### src/rtl/uart_tx_unit.sv
// uart_tx_unit: UART serial transmitter fed from the memory dump stage.
// Accepts one word per valid/ready handshake and shifts it out LSB first,
// framed as start bit, data bits, optional even parity, then stop bit(s).
// The line output is registered, so the start bit appears on the edge after
// acceptance. A valid held high across frame end or reset cannot re-trigger
// a send: valid must be seen low at least once before the next acceptance.
module uart_tx_unit #(
    parameter int UART_DATA_SIZE = 8,
    parameter int CLKS_PER_BIT   = 868,
    parameter int PARITY_EN      = 0,
    parameter int STOP_BITS      = 1
) (
    input  logic                      i_clock,
    input  logic                      i_reset,
    input  logic [UART_DATA_SIZE-1:0] i_data,
    input  logic                      i_valid,
    output logic                      o_ready,
    output logic                      o_tx,
    output logic                      o_done
);

    localparam int CW = $clog2(CLKS_PER_BIT);
    localparam int BW = $clog2(UART_DATA_SIZE + 1);

    localparam logic [CW-1:0] CYC_LAST  = CW'(CLKS_PER_BIT - 1);
    localparam logic [BW-1:0] DATA_LAST = BW'(UART_DATA_SIZE - 1);
    localparam logic [BW-1:0] STOP_LAST = BW'(STOP_BITS - 1);

    localparam logic [2:0] ST_IDLE   = 3'd0;
    localparam logic [2:0] ST_START  = 3'd1;
    localparam logic [2:0] ST_DATA   = 3'd2;
    localparam logic [2:0] ST_PARITY = 3'd3;
    localparam logic [2:0] ST_STOP   = 3'd4;

    logic [2:0]                state;
    logic [CW-1:0]             cycle_cnt;
    logic [BW-1:0]             bit_cnt;
    logic [UART_DATA_SIZE-1:0] shift_reg;
    logic                      parity_bit;
    logic                      armed;
    logic                      accept;
    logic                      bit_end;

    assign accept  = (state == ST_IDLE) && i_valid && armed;
    assign bit_end = (cycle_cnt == CYC_LAST);

    // Arm on any cycle with valid low; disarm when a word is taken.
    always_ff @(posedge i_clock or posedge i_reset) begin
        if (i_reset) begin
            armed <= 1'b0;
        end else if (accept) begin
            armed <= 1'b0;
        end else if (!i_valid) begin
            armed <= 1'b1;
        end
    end

    // Frame sequencer: bit timing, shift register and registered line/handshake outputs.
    always_ff @(posedge i_clock or posedge i_reset) begin
        if (i_reset) begin
            state      <= ST_IDLE;
            cycle_cnt  <= '0;
            bit_cnt    <= '0;
            shift_reg  <= '0;
            parity_bit <= 1'b0;
            o_tx       <= 1'b1;
            o_ready    <= 1'b1;
            o_done     <= 1'b0;
        end else begin
            o_done <= 1'b0;

            if (state == ST_IDLE) begin
                cycle_cnt <= '0;
            end else if (bit_end) begin
                cycle_cnt <= '0;
            end else begin
                cycle_cnt <= cycle_cnt + CW'(1);
            end

            case (state)
                ST_IDLE: begin
                    bit_cnt <= '0;
                    if (accept) begin
                        shift_reg  <= i_data;
                        parity_bit <= ^i_data;
                        state      <= ST_START;
                        o_ready    <= 1'b0;
                        o_tx       <= 1'b0;
                    end
                end

                ST_START: begin
                    if (bit_end) begin
                        state     <= ST_DATA;
                        bit_cnt   <= '0;
                        o_tx      <= shift_reg[0];
                        shift_reg <= shift_reg >> 1;
                    end
                end

                ST_DATA: begin
                    if (bit_end) begin
                        if (bit_cnt == DATA_LAST) begin
                            bit_cnt <= '0;
                            if (PARITY_EN != 0) begin
                                state <= ST_PARITY;
                                o_tx  <= parity_bit;
                            end else begin
                                state <= ST_STOP;
                                o_tx  <= 1'b1;
                            end
                        end else begin
                            bit_cnt   <= bit_cnt + BW'(1);
                            o_tx      <= shift_reg[0];
                            shift_reg <= shift_reg >> 1;
                        end
                    end
                end

                ST_PARITY: begin
                    if (bit_end) begin
                        state   <= ST_STOP;
                        bit_cnt <= '0;
                        o_tx    <= 1'b1;
                    end
                end

                ST_STOP: begin
                    if (bit_end) begin
                        if (bit_cnt == STOP_LAST) begin
                            state   <= ST_IDLE;
                            bit_cnt <= '0;
                            o_ready <= 1'b1;
                            o_done  <= 1'b1;
                        end else begin
                            bit_cnt <= bit_cnt + BW'(1);
                        end
                    end
                end

                default: begin
                    state   <= ST_IDLE;
                    bit_cnt <= '0;
                    o_tx    <= 1'b1;
                    o_ready <= 1'b1;
                end
            endcase
        end
    end

endmodule

### config.mk
export PLATFORM = sky130hd
export DESIGN_NAME = uart_tx_unit
export DESIGN_NICKNAME = d
export VERILOG_FILES = /design/src/rtl/uart_tx_unit.sv
export SDC_FILE = /design/constraint.sdc
export NUM_CORES = 1
export LEC_CHECK = 0
export CORE_MARGIN = 4
export CORE_UTILIZATION = 50
export DETAILED_ROUTE_END_ITERATION = 16
export DONT_BUFFER_PORTS = 1
export PLACE_DENSITY = 0.68
export REMOVE_ABC_BUFFERS = 1
export SLEW_MARGIN = 20
export SYNTH_ARGS = -nofsm -noshare
export SYNTH_HDL_FRONTEND = slang
export SYNTH_SLANG_ARGS = --single-unit
### constraint.sdc
create_clock -name i_clock -period 1.9 [get_ports i_clock]
set_input_delay 0.19 -clock i_clock [delete_from_list [all_inputs] [get_ports i_clock]]
set_output_delay 0.19 -clock i_clock [all_outputs]
set_load 0.01 [all_outputs]
## After elaboration in Yosys (flattened, before gate mapping)

Cells that the tools add are included.

| storage, ports and cells | value |
|---|---|
| word-level logic and storage cells | 75 |
| flip-flop bits (word level) | 29 |

| cells by class | value |
|---|---|
| equality and inequality tests | 16 |
| bitwise logic cells | 2 |
| multiplexer cells | 35 |
| add/subtract/negate cells | 2 |
| reductions and logical operators | 12 |

Operator list:

| operator | count |
|---|---|
| $mux W8 | 4 |
| $pmux W8 S3 | 1 |
| $mux W3 | 7 |
| $mux W10 | 2 |
| $mux W4 | 5 |
| $ne A2 B2 Y1 const B | 8 |
| $pmux W3 S5 | 1 |
| $mux W1 | 12 |
| $pmux W4 S3 | 1 |
| $add A10 B1 Y10 const B | 1 |
| $eq A10 B10 Y1 const B | 1 |
| $reduce_and A5 Y1 | 2 |
| $reduce_and A7 Y1 | 1 |
| $eq A3 B2 Y1 const B | 2 |
| $pmux W1 S5 | 1 |
| $add A4 B1 Y4 const B | 1 |
| $eq A4 B3 Y1 const B | 1 |
| $logic_not A4 Y1 | 1 |
| $ne A2 B1 Y1 const B | 2 |
| $reduce_and A4 Y1 | 1 |
| $eq A3 B1 Y1 const B | 1 |
| $eq A3 B3 Y1 const B | 1 |
| $logic_not A3 Y1 | 1 |
| $pmux W1 S3 | 1 |
| 6 further kinds | 8 |

## Longest topological paths before layout

Gate-level depths: netlist of run 1.

| logic depth | value |
|---|---|
| depth after elaboration | 5 |
| depth in mapped cells | 6 |
| gate-level depth less buffers | 6 |

## Least setup slack after synthesis of run 1

Ideal clock, no wire load.

| timing | value |
|---|---|
| kind | register -> register |
| start | register cycle_cnt[2] |
| end | register bit_cnt[2] |
| path buffers | 1 |
| cell stages (with the launch flop) | 6 |
| clock period less this slack | 1.752 ns |
| path slack | 0.148 ns |
| setup time | 0.064 ns |
| required time | 1.836 ns |
| data arrival time | 1.687 ns |
| path through | dfrtp_1 > or3_4 > or3_4 > buf_6 > a2111oi_4 > a21o_1 |

| on the way | value |
|---|---|
| cells in the longest elaborated chain, start to end | 3 |

Ends and longest elaborated chain:

| what | line | text |
|---|---|---|
| start: declaration | 36 | `logic [CW-1:0] cycle_cnt;` |
| start signal: assignment | 77 | `cycle_cnt <= cycle_cnt + CW'(1);` |
| $eq A10 B10 Y1 (*) | 45 | `assign bit_end = (cycle_cnt == CYC_LAST);` |
| $ne A2 B1 Y1 (no line) / $ne A2 B2 Y1 (equally long branches) | - |  |
| $reduce_and A3 Y1 (no line) (*) | - |  |
| end signal: assignment | 113 | `bit_cnt <= bit_cnt + BW'(1);` |
| end signal: assignment | 136 | `bit_cnt <= bit_cnt + BW'(1);` |
| end: declaration | 37 | `logic [BW-1:0] bit_cnt;` |

Every way passes the cells marked *; elsewhere a longest branch is shown, timed or not.
A chain may end at the register's enable or synchronous reset.

## Worst setup path in the final report of run 1

| timing | value |
|---|---|
| start | register cycle_cnt[4] |
| end | register state[1] |

| on the way | value |
|---|---|
| cells in the longest elaborated chain, start to end | 3 |

Ends and longest elaborated chain:

| what | line | text |
|---|---|---|
| $eq A10 B10 Y1 (*) | 45 |  |
| $ne A2 B2 Y1 (no line) | - |  |
| $reduce_and A7 Y1 (no line) (*) | - |  |
| end signal: assignment | 61 | `state <= ST_IDLE;` |
| end signal: assignment | 86 | `state <= ST_START;` |
| end signal: assignment | 94 | `state <= ST_DATA;` |
| end: declaration | 35 | `logic [2:0] state;` |

Marked as above.

==> results of run 1 <==
-- logic make-up after synthesis --
| group | count (synthesis) |
|---|---|
| AND/OR/NAND/NOR | 53 |
| flip-flops | 29 |
| AO/OA/AOI/OAI | 23 |
| multiplexers | 15 |
| buffers and inverters | 14 |
| XOR/XNOR | 11 |
| adder cells (fa/ha/maj) | 3 |
-- worst max-delay path, stage by stage, from the launching register on --
cell and delay [ps]:
dfrtp_1 430, or3_4 420, or3_4 460, or2_0 250, a21oi_1 150
-- worst min-delay path by stage --
stage | from | end | slack (ps) | cells past startpoint
after floorplan | i_reset | armed | 270 | 1
after global placement | i_reset | shift_reg[2] | 160 | 1
after detailed placement | i_reset | shift_reg[3] | 170 | 1
after CTS | i_data[7] | shift_reg[7] | 110 | 2
after global routing | i_data[6] | shift_reg[6] | 100 | 2
final | i_data[7] | shift_reg[7] | 120 | 2
-- where the power goes --
group,total [mW],internal [mW],switching (mW)
Combinational,0.0172,0.00494,0.0123
Sequential,0.617,0.617,0
Clock,0.629,0.407,0.221
Total,1.26,1.03,0.233
-- timing repair --
action                                  CTS  global route
endpoints found under the hold margin    13             0
resized for setup                         0             2
hold buffers                              2             0
endpoints found under the setup margin    0             9
-- cell type report --
| class | instances | area [µm²] | area share, % |
|---|---|---|---|
| clock buffers | 5 | 37.5 | 2.08 |
| clock inverters | 3 | 65.1 | 3.61 |
| inverters | 9 | 33.8 | 1.87 |
| multi-input cells | 105 | 803 | 44.6 |
| flip-flops and latches | 29 | 728 | 40.4 |
| well taps | 44 | 55.1 | 3.05 |
| repair buffers | 10 | 80.1 | 4.44 |
-- per-layer routing --
metal  GRT usage, %  vias to the layer above  wire, µm
li1               -                      541         -
met1           19.3                      519      1320
met2           24.4                       15      1310
met3           6.15                        5       116
met4           4.75                        0        38
met5              0                        -         0
-- synthesized netlist by cell type (3+ instances only) --
| cell | number | share of area (%) |
|---|---|---|
| nand2_1 | 4 | 0.95 |
| inv_1 | 9 | 2.1 |
| mux2_2 | 15 | 11 |
| xor2_1 | 3 | 1.7 |
| ha_1 | 3 | 2.4 |
| a21oi_1 | 4 | 1.3 |
| nor2_1 | 18 | 4.3 |
| o21ai_0 | 5 | 1.6 |
| nand2b_1 | 5 | 2.0 |
| dfrtp_1 | 27 | 43 |
| nand3_1 | 6 | 1.9 |
| xnor2_1 | 8 | 4.4 |
| nor3_1 | 3 | 0.95 |
-- stage by stage --
stage                     util (%)  hold slack, ps
after global routing          59.1            99.9
after CTS                     58.9             108
after floorplan                  -             267
after global placement        54.8             156
final                         59.1             119
after detailed placement      54.8             167
-- cell usage in the layout, fill, tap and decap left out, types with 2 or more instances in the layout --
cell type | netlist | final
a21o_1 | 2 | 2
dfstp_2 | 2 | 2
nor3_1 | 3 | 3
nand3_1 | 6 | 6
o21ai_0 | 5 | 4
nor2b_1 | 2 | 2
bufinv_16 | 0 | 2
o32ai_1 | 2 | 2
ha_1 | 3 | 3
o2bb2ai_1 | 2 | 2
nor2_1 | 18 | 18
nand2b_1 | 5 | 5
mux2_2 | 15 | 15
xnor2_1 | 8 | 8
a21oi_1 | 4 | 4
dlygate4sd3_1 | 0 | 2
dfrtp_1 | 27 | 27
nand3b_1 | 2 | 2
nand2_1 | 4 | 4
or3_4 | 2 | 2
inv_1 | 9 | 9
clkbuf_4 | 0 | 5
xor2_1 | 3 | 3
buf_4 | 0 | 8
==> impl_metrics.csv, run 1 <==
group,metric,value,unit
place,io_buffer_count,0,
worst_setup_path,cp-startpoint,"cycle_cnt[4]",
cts,clk_latency,340,ps
worst_setup_path,worstReg2RegStart,"cycle_cnt[4]",
global_route,first_global_vias,1072,
route,wire_per_inst,13.6,µm
floorplan,rows,20,
layout,instances_no_fill,205,
power_and_ir_drop,power,1.26,mW
cts,clk_pin_slew,100,ps
cts,cts-root-buf,"clkbuf_4",
cts,htree_levels,2,
yosys,synth_mux_area_share,10.6,%
route,postRouteAntennaNets,0,
route,num_vias,1080,
route,drtPass1Iterations,4,
worst_setup_path,cp.required,2150,ps
worst_setup_path,cp-end-kind,"flop",
cts,cts_num_sinks,29,
floorplan,die_w,64.4,µm
place,place_worst_setup_slack,32.4,ps
cts,clock_path_buffers,2,
yosys,postSynth.asyncResetShare,100,%
floorplan,io_pins,14,
route,drc,0,
sta,setup_ws,105,ps
sta,hold_violations,0,
worst_setup_path,r2r.worst_path.cells,4,
power_and_ir_drop,p_per_area,700,mW/mm²
power_and_ir_drop,vdd_drop_max,820,µV
sta,slew_violations,0,
layout,largest_reg_flops,10,
yosys,synth_top_family_by_area,"simple AND/OR/NAND/NOR gates",
worst_setup_path,critical_path_arrival,2050,ps
sta,rsz0062_at_grt,"no",
sta,max_slew.worst_pin.slew,564,ps
yosys,syn_inst,148,
layout,nets,174,
worst_setup_path,cp_max_fo,7,
worst_setup_path,r2r_end,"state[1]",
yosys,synth-simple-area-share,19.0,%
yosys,synth-edff-count,0,
worst_setup_path,critPathKind,"flop to flop",
global_route,grt_pass1_wl,4930,µm
yosys,synth-xor-area-share,6.07,%
sta,fin_crit,1790,ps
layout,fin_area,0.00180,mm²
yosys,synth_cell_types,42,
global_route,gr-total-overflow,0,
sta,finClkSkew,16.5,ps
floorplan,die-height,64.4,µm
cts,post_cts_buffers,0,
layout,nFillCells,272,
place,globalplace.congestion,0.805,
global_route,grt_use_total,15.4,%
global_route,antenna_found_initial,0,
yosys,synth_compound_area_share,12.1,%
worst_setup_path,r2r_slack,110,ps
status,status,"finished, final reports clean",
sta,clock.fmax,557,MHz
place,postPlaceCellArea,0.00167,mm²
floorplan,core_area,0.00305,mm²
cts,cts_buffers,5,
power_and_ir_drop,power.leakage,0.806,nW
place,place_inst,195,
route,viasPerCell,5.27,
route,drt_iter0_markers,77,
worst_setup_path,crit_end,"state[1]",
worst_setup_path,start_kind,"flop",
layout,area_growth,13.6,%
place,hpwl,2060,µm
cts,cts_tree,"yes",
layout,drive_gt1_share,25.5,%
sta,timing.final.crit_share,94.4,%
yosys,synth-adder-area-share,2.36,%
route,totalWireLength,2780,µm
yosys,ys_ff_latch,29,
yosys,synth_warnings,0,
sta,finalSetupViolCount,0,
floorplan,die-area,0.00414,mm²
layout,diodes,0,
run,drv_cap,0,
floorplan,initial_core_util,52.0,%
yosys,ys_seq_area_share,45.9,%
worst_hold_path,min_path_type,"input pin to flop",
sta,slew_headroom,62.4,%
global_route,grt_max_degree,16,
yosys,syn_avg_cell_area,10.7,µm²
yosys,synthFlopType,"dfrtp_1",
yosys,netlist_area,0.00159,mm²
sta,finalSetupTns,0,ps
No activity file was read; power rests on OpenSTA's default activity.
==> run 2: changes to the inputs <==
- CTS_CLUSTER_SIZE: default -> 24
==> results of run 2 <==
Final layout, timing and power as in run 1 (identical DEF).
==> run 3: changes to the inputs <==
- CORE_MARGIN: 4 -> 5
- SLEW_MARGIN: 20 -> default
==> impl_metrics.csv, run 3 (synthesis results as in run 1) <==
group,metric,value,unit
layout,area_growth,13.3,%
layout,drive_gt1_share,24.7,%
sta,max_slew.worst_pin.slew,576,ps
global_route,grt_pass1_wl,4950,µm
floorplan,rows,20,
power_and_ir_drop,p_int,936,µW
sta,finClkSkew,4.86,ps
power_and_ir_drop,p_sw,220,µW
power_and_ir_drop,vdd_drop_max,363,µV
cts,cts_buffers,5,
sta,hold_violations,0,
worst_setup_path,crit_chain,"or4bb_1 -> nor2_1 -> a31oi_4 -> buf_12 -> mux2_2",
sta,fin_crit,1830,ps
cts,clk_pin_slew,90,ps
power_and_ir_drop,power_frac_seq,53.4,%
sta,rsz0062_at_grt,"no",
cts,clock_path_buffers,2,
worst_setup_path,cpPeakStageDelay,600,ps
worst_setup_path,crit_path_top_delay_cell,"or4bb_1",
power_and_ir_drop,p_sw_share,19.1,%
route,viasPerCell,5.29,
global_route,antenna_found_initial,0,
route,drtPass1Iterations,4,
route,dr_wl_met3,82,µm
worst_setup_path,cp.required,2120,ps
cts,cts-root-buf,"clkbuf_4",
route,drt_iter0_markers,50,
place,io_buffer_count,0,
layout,diodes,0,
global_route,grt_use_total,15.4,%
global_route,gr-total-overflow,0,
sta,finalSetupTns,0,ps
power_and_ir_drop,clock_power_share,45.1,%
route,met1_length,1290,µm
worst_setup_path,critPathKind,"flop to flop",
floorplan,core_area,0.00305,mm²
route,drc,0,
sta,timing.final.crit_share,96.1,%
cts,cts_tree,"yes",
cts,htree_levels,2,
worst_setup_path,critical_path_arrival,2040,ps
cts,cts_num_sinks,29,
run,drv_cap,0,
cts,clk_latency,330,ps
layout,fin_area,0.00180,mm²
worst_setup_path,r2r_slack,70,ps
place,hpwl,2110,µm
floorplan,die-height,66.4,µm
route,postRouteAntennaNets,0,
place,postPlaceCellArea,0.00167,mm²
route,num_vias,1090,
floorplan,io_pins,14,
route,totalWireLength,2840,µm
global_route,grt_max_degree,16,
status,status,"finished, final reports clean",
place,globalplace.congestion,0.848,
sta,finalSetupViolCount,0,
route,dr.max_layer_used,"met4",
layout,largest_reg_flops,10,
place,place_inst,195,
layout,layout_common_cells,"dfrtp_1 (27), nor2_1 (18), mux2_2 (15), inv_1 (9)",
route,wire_per_inst,13.8,µm
layout,final_common_cell,"dfrtp_1",
route,wl_met2,1390,µm
worst_setup_path,start_kind,"flop",
layout,final_util,58.9,%
sta,clock.fmax,548,MHz
layout,instances_no_fill,206,
worst_setup_path,cp_max_fo,8,
sta,slew_headroom,61.5,%
sta,hold_slack,129,ps
layout,nets,175,
global_route,first_global_vias,1114,
floorplan,die-area,0.00440,mm²
power_and_ir_drop,pwr-share-comb,1.5,%
floorplan,die_w,66.4,µm
sta,slew_violations,0,
worst_setup_path,cp-end-kind,"flop",
power_and_ir_drop,power.leakage,0.803,nW
power_and_ir_drop,p_per_area,643,mW/mm²
floorplan,initial_core_util,52.0,%
worst_hold_path,min_path_type,"input pin to flop",
-- run 3: area by class of cell --
cell class / count / area, µm²
multi-input cells: 105 / 797
well taps: 44 / 55.1
clock inverters: 1 / 30.0
clock buffers: 7 / 55.1
inverters: 9 / 33.8
flip-flops and latches: 29 / 728
fillers: 272 / 1250
repair buffers: 11 / 100
-- run 3: metal layers --
layer	global-route usage [%]	vias to the layer above
li1	-	542
met1	17.8	529
met2	25.2	11
met3	4.42	8
met4	9.14	0
met5	0	-
-- run 3: final timing paths --
kind                              start            to  depth (start not counted)
max                            state[0]  shift_reg[3]                          5
min                           i_data[7]  shift_reg[7]                          2
max reg2reg                    state[0]  shift_reg[3]                          5
min reg2reg                cycle_cnt[0]  cycle_cnt[0]                          1
max in group asynchronous       i_reset  cycle_cnt[6]                          3
min in group asynchronous       i_reset  shift_reg[3]                          2
-- run 3: worst max-delay path: cells and delay by family (launching register included) --
family | cells | cell delay, ps
AOI/OAI and AO/OA | 1 | 60
buffers and inverters | 1 | 150
DFF | 1 | 420
muxes | 1 | 270
and+or+nand+nor | 2 | 810
-- run 3: repair_timing --
item | CTS | global route
resized for setup | 1 | 0
cloned | 0 | 0
pin swaps | 1 | 1
endpoints found under the setup margin | 1 | 6
hold buffers | 2 | 0
endpoints found under the hold margin | 13 | 0
setup buffers | 0 | 1
-- run 3: per-stage QoR --
| stage | total power [mW] | worst slack (ps) |
|---|---|---|
| 2_1_floorplan | 0.639 | 178 |
| 4_1_cts | 1.18 | 101 |
| 3_3_place_gp | 0.644 | 99.2 |
| 5_1_grt | 1.21 | 4.35 |
| 3_5_place_dp | 0.644 | 6.99 |
| 6_report | 1.16 | 75.0 |
-- run 3: power by group through the flow --
stage | sequential (mW) | clock, mW | combinational [mW]
floorplan | 0.629 | 0 | 0.00984
global placement | 0.629 | 0 | 0.0147
detailed placement | 0.629 | 0 | 0.0152
CTS | 0.617 | 0.541 | 0.0185
global route | 0.617 | 0.571 | 0.0205
finish | 0.617 | 0.522 | 0.0173
